==> src/rtl/udp_tx_hdr_to_stream_pkg.sv <==
// Purpose : shared UDP TX types (header layout, tracker stats) and the header-to-stream FSM states.
// Latency : n/a (types and constants only).
// Backpressure: n/a.
package udp_tx_hdr_to_stream_pkg;

    localparam int UDP_HDR_BYTES   = 8;
    localparam int UDP_HDR_W       = 64;
    localparam int TRACKER_STATS_W = 64;

    // Field order matches wire order: src_port is the first byte pair on the wire.
    typedef struct packed {
        logic [15:0] src_port;
        logic [15:0] dst_port;
        logic [15:0] length;
        logic [15:0] chksum;
    } udp_pkt_hdr;

    typedef struct packed {
        logic [31:0] tx_cycle;
        logic [31:0] seq_num;
    } tracker_stats_struct;

    typedef enum logic [2:0] {
        ST_IDLE,
        ST_FIRST,
        ST_MID,
        ST_DRAIN,
        ST_HDR_ONLY
    } tx_state_e;

endpackage

==> src/rtl/udp_tx_hdr_to_stream_ctrl.sv <==
// Purpose : sequencing FSM and all handshakes for the UDP header prepender.
// Latency : data handshakes are combinational pass-through in FIRST/MID; meta valid 1 cycle after header accept.
// Backpressure: src_data_rdy follows dst_data_rdy; a new header waits for the last output word and the metadata handshake.
// Ports: clk/rst; header, payload and meta handshake inputs; hdr_only_i/pad_ge_hdr_i decode hints from the datapath;
//        state_o plus accept strobes (hdr_acc_o, data_acc_o) that drive the datapath registers.
module udp_tx_hdr_to_stream_ctrl
    import udp_tx_hdr_to_stream_pkg::*;
(
    input  logic      clk,
    input  logic      rst,
    input  logic      src_hdr_val_i,
    input  logic      hdr_only_i,
    input  logic      src_data_val_i,
    input  logic      src_data_last_i,
    input  logic      pad_ge_hdr_i,
    input  logic      dst_data_rdy_i,
    input  logic      dst_meta_rdy_i,
    output tx_state_e state_o,
    output logic      src_hdr_rdy_o,
    output logic      src_data_rdy_o,
    output logic      dst_data_val_o,
    output logic      dst_meta_val_o,
    output logic      hdr_acc_o,
    output logic      data_acc_o
);

    tx_state_e state_q, state_d;
    logic      meta_pending_q, meta_pending_d;

    assign state_o        = state_q;
    assign dst_meta_val_o = meta_pending_q;

    always_ff @(posedge clk) begin
        if (rst) begin
            state_q        <= ST_IDLE;
            meta_pending_q <= 1'b0;
        end else begin
            state_q        <= state_d;
            meta_pending_q <= meta_pending_d;
        end
    end

    always_comb begin
        state_d        = state_q;
        meta_pending_d = meta_pending_q;
        src_hdr_rdy_o  = 1'b0;
        src_data_rdy_o = 1'b0;
        dst_data_val_o = 1'b0;
        hdr_acc_o      = 1'b0;
        data_acc_o     = 1'b0;

        // Metadata drains independently of the data stream.
        if (meta_pending_q && dst_meta_rdy_i) begin
            meta_pending_d = 1'b0;
        end

        case (state_q)
            ST_IDLE: begin
                // Gated by rst so the ready only rises once reset has released.
                src_hdr_rdy_o = !meta_pending_q && !rst;
                if (src_hdr_val_i && src_hdr_rdy_o) begin
                    hdr_acc_o      = 1'b1;
                    meta_pending_d = 1'b1;
                    state_d        = hdr_only_i ? ST_HDR_ONLY : ST_FIRST;
                end
            end
            ST_FIRST, ST_MID: begin
                src_data_rdy_o = dst_data_rdy_i && !rst;
                dst_data_val_o = src_data_val_i && !rst;
                if (src_data_val_i && src_data_rdy_o) begin
                    data_acc_o = 1'b1;
                    if (src_data_last_i) begin
                        // Fewer than 8 pad bytes: the shifted-out tail needs one more word.
                        state_d = pad_ge_hdr_i ? ST_IDLE : ST_DRAIN;
                    end else begin
                        state_d = ST_MID;
                    end
                end
            end
            ST_DRAIN, ST_HDR_ONLY: begin
                dst_data_val_o = !rst;
                if (dst_data_rdy_i) begin
                    state_d = ST_IDLE;
                end
            end
            default: state_d = ST_IDLE;
        endcase
    end

endmodule

==> src/rtl/udp_tx_hdr_to_stream.sv <==
// Purpose : prepend the 8-byte UDP header to a byte-packed payload stream and emit IP TX metadata separately.
// Latency : 0 cycles data (combinational) in FIRST/MID, +1 drain word when the tail spills; metadata 1 cycle after header accept.
// Backpressure: dst_data_rdy passes straight to src_data_rdy; outputs held stable while stalled; meta waits on dst_meta_rdy.
// Ports: clk/rst (sync, active-high); src_hdr_* header in; src_data_* payload in (byte 0 at MSB, padbytes = invalid
//        low bytes on last word); dst_meta_* metadata out; dst_data_* packet out; length_err sticky length mismatch.
// Build option: define UDP_TX_HDR_TO_STREAM_LEN_CHECK_EN to enable the payload byte counter behind length_err.
// DATA_W must be a multiple of 64 and at least 128.
module udp_tx_hdr_to_stream
    import udp_tx_hdr_to_stream_pkg::*;
#(
    parameter int DATA_W     = 512,
    parameter int DATA_BYTES = DATA_W / 8,
    parameter int PADBYTES_W = $clog2(DATA_BYTES)
) (
    input  logic                      clk,
    input  logic                      rst,
    input  logic                      src_hdr_val,
    output logic                      src_hdr_rdy,
    input  logic [31:0]               src_src_ip,
    input  logic [31:0]               src_dst_ip,
    input  udp_pkt_hdr                src_udp_hdr,
    input  tracker_stats_struct       src_timestamp,
    input  logic                      src_data_val,
    output logic                      src_data_rdy,
    input  logic [DATA_W-1:0]         src_data,
    input  logic                      src_data_last,
    input  logic [PADBYTES_W-1:0]     src_data_padbytes,
    output logic                      dst_meta_val,
    input  logic                      dst_meta_rdy,
    output logic [31:0]               dst_meta_src_ip,
    output logic [31:0]               dst_meta_dst_ip,
    output logic [15:0]               dst_meta_udp_len,
    output tracker_stats_struct       dst_meta_timestamp,
    output logic                      dst_data_val,
    input  logic                      dst_data_rdy,
    output logic [DATA_W-1:0]         dst_data,
    output logic                      dst_data_last,
    output logic [PADBYTES_W-1:0]     dst_data_padbytes,
    output logic                      length_err
);

    localparam logic [PADBYTES_W:0] HDR_B  = (PADBYTES_W+1)'(UDP_HDR_BYTES);
    localparam logic [PADBYTES_W:0] WORD_B = (PADBYTES_W+1)'(DATA_BYTES);

    tx_state_e           state;
    logic                hdr_acc;
    logic                data_acc;
    logic                hdr_only;
    logic                pad_ge_hdr;

    udp_pkt_hdr          hdr_q;
    logic [31:0]         src_ip_q;
    logic [31:0]         dst_ip_q;
    tracker_stats_struct ts_q;
    logic [UDP_HDR_W-1:0]  carry_q;
    logic [PADBYTES_W-1:0] drain_pad_q;

    logic [DATA_W-1:0]   in_keep;
    logic [DATA_W-1:0]   in_dat;
    logic [PADBYTES_W:0] pad_ext;
    logic [DATA_W-1:0]   out_dat;
    logic                out_last;
    logic [PADBYTES_W:0] out_pad;

    assign hdr_only   = (src_udp_hdr.length <= 16'(UDP_HDR_BYTES));
    assign pad_ext    = {1'b0, src_data_padbytes};
    assign pad_ge_hdr = (pad_ext >= HDR_B);

    udp_tx_hdr_to_stream_ctrl u_ctrl (
        .clk             (clk),
        .rst             (rst),
        .src_hdr_val_i   (src_hdr_val),
        .hdr_only_i      (hdr_only),
        .src_data_val_i  (src_data_val),
        .src_data_last_i (src_data_last),
        .pad_ge_hdr_i    (pad_ge_hdr),
        .dst_data_rdy_i  (dst_data_rdy),
        .dst_meta_rdy_i  (dst_meta_rdy),
        .state_o         (state),
        .src_hdr_rdy_o   (src_hdr_rdy),
        .src_data_rdy_o  (src_data_rdy),
        .dst_data_val_o  (dst_data_val),
        .dst_meta_val_o  (dst_meta_val),
        .hdr_acc_o       (hdr_acc),
        .data_acc_o      (data_acc)
    );

    // Zero the invalid tail bytes of the last word up front, so both the shifted
    // output and the carried tail have clean zero padding.
    always_comb begin
        in_keep = '0;
        for (int b = 0; b < DATA_BYTES; b++) begin
            in_keep[8*b +: 8] = (!src_data_last || b >= int'(src_data_padbytes)) ? 8'hFF : 8'h00;
        end
    end
    assign in_dat = src_data & in_keep;

    always_comb begin
        out_dat  = '0;
        out_last = 1'b0;
        out_pad  = '0;
        case (state)
            ST_FIRST, ST_MID: begin
                out_dat = (state == ST_FIRST) ? {hdr_q, in_dat[DATA_W-1:UDP_HDR_W]}
                                              : {carry_q, in_dat[DATA_W-1:UDP_HDR_W]};
                if (src_data_last && pad_ge_hdr) begin
                    out_last = 1'b1;
                    out_pad  = pad_ext - HDR_B;
                end
            end
            ST_DRAIN: begin
                out_dat  = {carry_q, {(DATA_W-UDP_HDR_W){1'b0}}};
                out_last = 1'b1;
                out_pad  = WORD_B - HDR_B + {1'b0, drain_pad_q};
            end
            ST_HDR_ONLY: begin
                out_dat  = {hdr_q, {(DATA_W-UDP_HDR_W){1'b0}}};
                out_last = 1'b1;
                out_pad  = WORD_B - HDR_B;
            end
            default: ;
        endcase
    end

    // Idle output lanes read as zero; this also yields the reset values.
    assign dst_data          = dst_data_val ? out_dat : '0;
    assign dst_data_last     = dst_data_val && out_last;
    assign dst_data_padbytes = dst_data_val ? out_pad[PADBYTES_W-1:0] : '0;

    assign dst_meta_src_ip    = src_ip_q;
    assign dst_meta_dst_ip    = dst_ip_q;
    assign dst_meta_udp_len   = hdr_q.length;
    assign dst_meta_timestamp = ts_q;

    always_ff @(posedge clk) begin
        if (rst) begin
            hdr_q       <= '0;
            src_ip_q    <= '0;
            dst_ip_q    <= '0;
            ts_q        <= '0;
            carry_q     <= '0;
            drain_pad_q <= '0;
        end else begin
            if (hdr_acc) begin
                hdr_q    <= src_udp_hdr;
                src_ip_q <= src_src_ip;
                dst_ip_q <= src_dst_ip;
                ts_q     <= src_timestamp;
            end
            if (data_acc) begin
                carry_q <= in_dat[UDP_HDR_W-1:0];
                if (src_data_last && !pad_ge_hdr) begin
                    drain_pad_q <= src_data_padbytes;
                end
            end
        end
    end

`ifdef UDP_TX_HDR_TO_STREAM_LEN_CHECK_EN
    logic [15:0] byte_cnt_q;
    logic [15:0] byte_cnt_d;
    logic [15:0] word_bytes;
    logic        len_err_q;

    assign word_bytes = src_data_last ? (16'(DATA_BYTES) - 16'(src_data_padbytes)) : 16'(DATA_BYTES);
    assign byte_cnt_d = byte_cnt_q + word_bytes;

    always_ff @(posedge clk) begin
        if (rst) begin
            byte_cnt_q <= '0;
            len_err_q  <= 1'b0;
        end else begin
            if (hdr_acc) begin
                byte_cnt_q <= '0;
                if (src_udp_hdr.length < 16'(UDP_HDR_BYTES)) begin
                    len_err_q <= 1'b1;
                end
            end
            if (data_acc) begin
                byte_cnt_q <= byte_cnt_d;
                if (src_data_last && (byte_cnt_d != hdr_q.length - 16'(UDP_HDR_BYTES))) begin
                    len_err_q <= 1'b1;
                end
            end
        end
    end
    assign length_err = len_err_q;
`else
    assign length_err = 1'b0;
`endif

endmodule

==> config.mk <==
export PLATFORM = sky130hd
export DESIGN_NAME = udp_tx_hdr_to_stream
export DESIGN_NICKNAME = d
export VERILOG_FILES = /design/src/rtl/udp_tx_hdr_to_stream_pkg.sv /design/src/rtl/udp_tx_hdr_to_stream_ctrl.sv /design/src/rtl/udp_tx_hdr_to_stream.sv
export SDC_FILE = /design/constraint.sdc
export NUM_CORES = 1
export LEC_CHECK = 0
export BUFFER_PORTS_ARGS = -buffer_cell sky130_fd_sc_hd__buf_2
export CAP_MARGIN = 20
export CELL_PAD_IN_SITES_DETAIL_PLACEMENT = 0
export CELL_PAD_IN_SITES_GLOBAL_PLACEMENT = 1
export CORE_AREA = 5 5 529 531
export DETAILED_ROUTE_END_ITERATION = 8
export DIE_AREA = 0 0 534 536
export GPL_ROUTABILITY_DRIVEN = 0
export HOLD_SLACK_MARGIN = 0.06
export PLACE_DENSITY_LB_ADDON = 0.05
export SYNTH_ARGS = -nofsm -noshare
export SYNTH_HDL_FRONTEND = slang
export SYNTH_SLANG_ARGS = --single-unit
export TNS_END_PERCENT = 1
==> constraint.sdc <==
create_clock -name clk -period 3.6 [get_ports clk]
set_input_delay 1.08 -clock clk [delete_from_list [all_inputs] [get_ports clk]]
set_output_delay 1.08 -clock clk [all_outputs]
set_load 0.01 [all_outputs]
After elaboration in Yosys (flattened, before gate mapping)
Index checks and enable logic that the tools add are counted.

Add/subtract/negate cells: 2. Magnitude comparators: 65. Equal/unequal tests: 7. Mux-type cells: 88. Bitwise gates (word level): 1. Reductions and logical operators: 81.

Operators by type and width (count): one-hot mux 512 bit (3 select lines) (1); 2-to-1 mux 512 bit (2); AND 512 bit (1); 2-to-1 mux 8 bit (63); greater-or-equal comparator 6 bit (first input constant) (31); greater-or-equal comparator 5 x 6 -> 1 bit (first input constant) (16); logical OR 1 bit (63); greater-or-equal comparator 4 x 6 -> 1 bit (first input constant) (8); greater-or-equal comparator 3 x 6 -> 1 bit (first input constant) (4); one-hot mux 6 bit (3 select lines) (1); less-or-equal comparator 16 x 4 -> 1 bit (second input constant) (1); 2-to-1 mux 3 bit (5); greater-or-equal comparator 1 x 6 -> 1 bit (first input constant) (2); greater-or-equal comparator 2 x 6 -> 1 bit (first input constant) (2); 2-to-1 mux 6 bit (2); 2-to-1 mux 1 bit (10); logical AND 1 bit (9); one-hot mux 3 bit (3 select lines) (1); adder 6 bit (first input constant) (1); equality test 3 x 2 -> 1 bit (second input constant) (2); greater-or-equal comparator 6 x 4 -> 1 bit (second input constant) (1); inequality test 2 x 1 -> 1 bit (second input constant) (3); subtractor 6 x 4 -> 6 bit (second input constant) (1); zero test 1 bit (4); 8 further kinds (10).

Flip-flop bits (word level): 266. Bits of input ports: 717. Output and inout bits: 668. Logic and storage cells: 256.

Longest topological paths before layout
Depth in word-level cells: 7. Mapped depth: 9. Depth with buffers taken out: 7.

Modules after synthesis
A second synthesis with hierarchy kept.

Cell total of the unflattened synthesis: 1933. Area total of the unflattened synthesis: 16153.0 um^2.

By module, submodules not included: udp_tx_hdr_to_stream (instances 1, cells each 1888, area an instance 15781.4 um^2, seq. area each 5245.0 um^2); udp_tx_hdr_to_stream_ctrl (instances 1, cells each 45, area an instance 371.6 um^2, seq. area each 80.1 um^2).

Worst setup path after synthesis
OpenSTA, ideal clock, no wires.

Path kind: input to output. From: input src_data_padbytes[4]. To: output dst_data_last. Data arrival time: 2.444 ns. Data required time: 2.520 ns. Setup slack: 0.076 ns. Cell stages on the path: 9. Buffers on the path: 2. Cell sequence: buf_4 inv_1 ha_1 nand2b_1 o21ai_2 and2_1 buf_2 nand2_1 a31oi_1.

Longest elaborated chain between the ends: 5.

RTL lines: from (decl) (line udp_tx_hdr_to_stream.sv:27) `input logic [PADBYTES_W-1:0] src_data_padbytes,`; greater-or-equal comparator 6 x 4 -> 1 bit (line udp_tx_hdr_to_stream.sv:67) `assign pad_ge_hdr = (pad_ext >= HDR_B);`; logical AND 1 bit (line udp_tx_hdr_to_stream.sv:106) `if (src_data_last && pad_ge_hdr) begin`; 2-to-1 mux 1 bit (line udp_tx_hdr_to_stream.sv:106); one-hot mux 1 bit (2 select lines) (line udp_tx_hdr_to_stream.sv:102) `case (state)`; logical AND 1 bit (line udp_tx_hdr_to_stream.sv:127) `assign dst_data_last = dst_data_val && out_last;`; to (decl) (line udp_tx_hdr_to_stream.sv:37) `output logic dst_data_last,`.

No other way between the ends.

Final worst setup path
From: input src_data_padbytes[4]. To: output dst_data[302].

Longest elaborated chain between the ends: 7.

RTL lines: greater-or-equal comparator 6 bit (line udp_tx_hdr_to_stream.sv:93) `in_keep[8*b +: 8] = (!src_data_last || b >= int'(src_data_padbytes)) ? 8'hFF : 8'h00;`; logical OR 1 bit (line udp_tx_hdr_to_stream.sv:93); 2-to-1 mux 8 bit (line udp_tx_hdr_to_stream.sv:93); AND 512 bit (line udp_tx_hdr_to_stream.sv:96) `assign in_dat = src_data & in_keep;`; 2-to-1 mux 512 bit (line udp_tx_hdr_to_stream.sv:104) `out_dat = (state == ST_FIRST) ? {hdr_q, in_dat[DATA_W-1:UDP_HDR_W]}`; one-hot mux 512 bit (3 select lines) (line udp_tx_hdr_to_stream.sv:102); 2-to-1 mux 512 bit (line udp_tx_hdr_to_stream.sv:126) `assign dst_data = dst_data_val ? out_dat : '0;`; to (decl) (line udp_tx_hdr_to_stream.sv:36) `output logic [DATA_W-1:0] dst_data,`.

No other way between the ends.

==> summary.md <==
| Metric | Value |
|---|---|
| Final non-filler cell total | `about 7200` |
| Min cycle time layout | `3.66 ns` |
| Fmax | `273 MHz` |
| Synth Register Bits | `266` |
| First drt pass iteration count | `4` |
| Worst Tran Pin Value | `between 0.9 and 1 ns` |
| Avg WL per Cell | `30.9 um` |
| Worst Path Buf+Inv | `7` |
| Hold Path Class | `register to register` |
| # rows | `193` |
| Port buffer count | `~1400` |
| Mean Syn Cell Area | `around 7.3 um^2` |
| Crit-path slowest cell | `a21oi_2` |
| Buffer depth of the longest clock path | `3` |
| Async SR Flop Fraction | `0%` |
| Syn Inst Count | `1951` |
| Leak | `approximately 14 nW` |
| H-tree depth | `2` |
| Fin nets | `between 4000 and 5000` |
| DR DRC count | `0` |
| Clock slew seen by the registers of the worst setup and hold paths | `~0.05 ns` |
| Critical Path RT | `roughly 2.5 ns` |
| Antenna violations before repair | `337` |
| Largest net degree at the start of global routing | `roughly 120` |
| Critical path class | `input pin to output pin` |
| Die Y | `about 540 um` |
| Fin crit share | `102%` |
| Global Route Usage Sum | `14.7%` |
| Synth Warn # | `0` |
| Final count of hold timing violations | `0` |
| WP data arrival | `about 2.6 ns` |
| Total die area | `0.286 mm^2` |
| Initial drt markers | `about 970` |
| Most common flop cell mapped by yosys | `dfxtp_1` |
| Peak fanout along the critical path | `8` |
| Most Frequent Cell on Critical Path | `buf_12` |
| FF+latch area | `approximately 0.0053 mm^2` |
| Synth area leader | `dfxtp_1` |
| Failing checks | `negative setup slack` |
| Share of the synthesized area in the top cell type | `a little under two fifths` |
| Synth cell types | `54` |
| Crit. End Element | `output pin` |
| Run status | `finished with violations` |
| HPWL Detailed | `a little under 200 mm` |
| Multi-input logic area | `approximately 0.0095 mm^2` |
| CTS tree | `yes` |
| CTS buffer count | `44` |
| Vias per cell | `a little under 3` |
| Cell family with most CP delay | `buffers and inverters` |
| Area contributors post-synth | `dfxtp_1, and2_1, nand2_1` |
| Syn_nets | `approximately 2700` |
| # placed instances | `7005` |
| Max-cap check violation count | `0` |
| Post-synth EDFFs | `0` |
| RSZ-0062 raised after global routing | `true` |
| Number of global-route vias before repair | `about 22000` |
| Global-route wire length before repair | `roughly 270 mm` |
| CTS root buffer | `clkbuf_16` |
| Area growth from synthesis to layout | `124%` |
| Vias | `21189` |
| CORE AREA | `0.275 mm^2` |
| Total grt overflow | `0` |
| Final setup TNS | `-1.46 ns` |
| Startpoint Class | `input pin` |
| Seq/Total Area, Yosys | `37.2%` |
| Clk_skew | `~0.050 ns` |
| Crit-path cells | `buf_12, buf_8, buf_12, buf_12, o21ai_4, buf_6, a21oi_2, a21oi_2, buf_12, and2_4, buf_6` |
| Sink Count | `between 200 and 300` |
| Chip Width | `534 um` |
| Setup violators final | `53` |
| Count of final max-slew check failures | `0` |
| Syn Std Cell Area | `~0.014 mm^2` |
| Initial core utilization | `5.21%` |
| Ports | `between 1000 and 1500` |
| Slew headroom | `between 30% and 40%` |
| Fill cells | `about 32000` |
| Crit path largest cell delay | `between 0.15 and 0.2 ns` |
| Share of post-route cells with drive strength above 1 | `about 58%` |
| Post-CTS Hold Fix Bufs | `0` |
| Setup slack at placement | `-0.684 ns` |
| Post-synth top cells | `nand2_1, and2_1, dfxtp_1, a21oi_1, nor2_1` |
| Clock insertion delay at the later pin of the skew report | `approximately 0.64 ns` |
| Routed Antenna Nets | `0` |
| Peak VDD IR | `0.000287 V` |
| Routed WL | `221 mm` |
| Final WS setup | `-0.0636 ns` |
| Most common cell in the netlist | `nand2_1` |
| PwrDens | `312 mW/mm^2` |
[metal layers]
metal  routed length [um]  global-route usage (%)
met4                 5880                    2.95
met1                84900                    16.2
met5                  738                       0
met3                22900                    6.98
met2               107000                    25.8
[cell usage in the layout (no fill, tap or decap), types with 66 or more instances in the layout]
| master | Yosys | layout |
|---|---|---|
| buf_6 | 2 | 229 |
| a21oi_1 | 244 | 208 |
| nand2_1 | 422 | 412 |
| and2_4 | 0 | 175 |
| buf_12 | 0 | 70 |
| and2_1 | 416 | 241 |
| nor2_1 | 133 | 113 |
| buf_4 | 23 | 188 |
| dfxtp_1 | 266 | 263 |
| diode_2 | 0 | 66 |
| a22oi_1 | 100 | 97 |
| buf_2 | 49 | 1105 |
[power breakdown]
| part | switching [mW] | leakage (nW) | internal (mW) |
|---|---|---|---|
| clock | 1.91 | 0.707 | 2.57 |
| sequential | 0.0775 | 2.16 | 3.08 |
| combinational | 1.39 | 11.3 | 0.998 |
| total | 3.38 | 14.1 | 6.65 |
[cell families (layout without fill, tap and decap cells)]
kind of cell,after synthesis,in the layout,synth area share [%]
AO/OA/AOI/OAI,425,425,18.3
buffers and inverters,159,1698,5.33
adder cells (fa/ha/maj),6,6,0.524
flip-flops,266,266,37.2
XOR/XNOR,5,5,0.489
multiplexers,3,3,0.210
AND/OR/NAND/NOR,1086,1086,38.0
other,1,67,0.0262
[metrics by stage]
step / instance area [um^2] / utilization [%] / total power [mW] / hold WS, ns
finish: 32100 / 11.7 / 10.0 / 0.450
global route: 32000 / 11.6 / 10.7 / 0.467
CTS: 31200 / 11.3 / 10.5 / 0.452
detailed placement: 27600 / 10.0 / 5.47 / 0.443
global placement: 27600 / 10.0 / 5.48 / 0.443
floorplan: 14300 / - / 3.91 / 0.428
[worst reg2reg max path: cells and delay by family, from the launching register on]
| family | cells | cell delay (ns) |
|---|---|---|
| buffers and inverters | 4 | 1.11 |
| AO/OA/AOI/OAI | 2 | 0.29 |
| AND/OR/NAND/NOR | 3 | 0.25 |
| flip-flops | 1 | 0.48 |
[sequential cells by signal (all words and copies together), names as in the netlist]
| signal | cells |
|---|---|
| carry_q | 64 |
| u_ctrl.dst_meta_val_o | 1 |
| hdr_q | 48 |
| drain_pad_q | 6 |
| u_ctrl.state_o | 3 |
| dst_meta_src_ip | 32 |
| dst_meta_dst_ip | 32 |
| dst_meta_timestamp | 64 |
| dst_meta_udp_len | 16 |
[final cells by class]
class,instances,share of cell area [%]
antenna,66,0.514
multi-input combinational,1526,29.5
inverter,10,0.125
timing repair buffer,1606,34.8
clock buffer,67,4.04
tap,3607,14.0
clock inverter,15,0.440
sequential,266,16.6
[timing repair]
item                       4_1_cts  5_1_grt
setup endpoints to repair      508      436
buffers inserted                 8        2
resized for setup              586      234
pin swaps                       86       70
cloned                           2        0
[worst paths after layout]
kind,start,to,cells after the start,slack (ns)
worst max-delay path,src_data_padbytes[4],dst_data[302],11,-0.06
worst max register to register,u_ctrl.state_o[2],carry_q[22],9,1.33
worst min-delay path,dst_meta_timestamp[8],dst_meta_timestamp[8],2,0.45
worst min register to register,dst_meta_timestamp[8],dst_meta_timestamp[8],2,0.45
No activity file was read; power rests on OpenSTA's default activity.
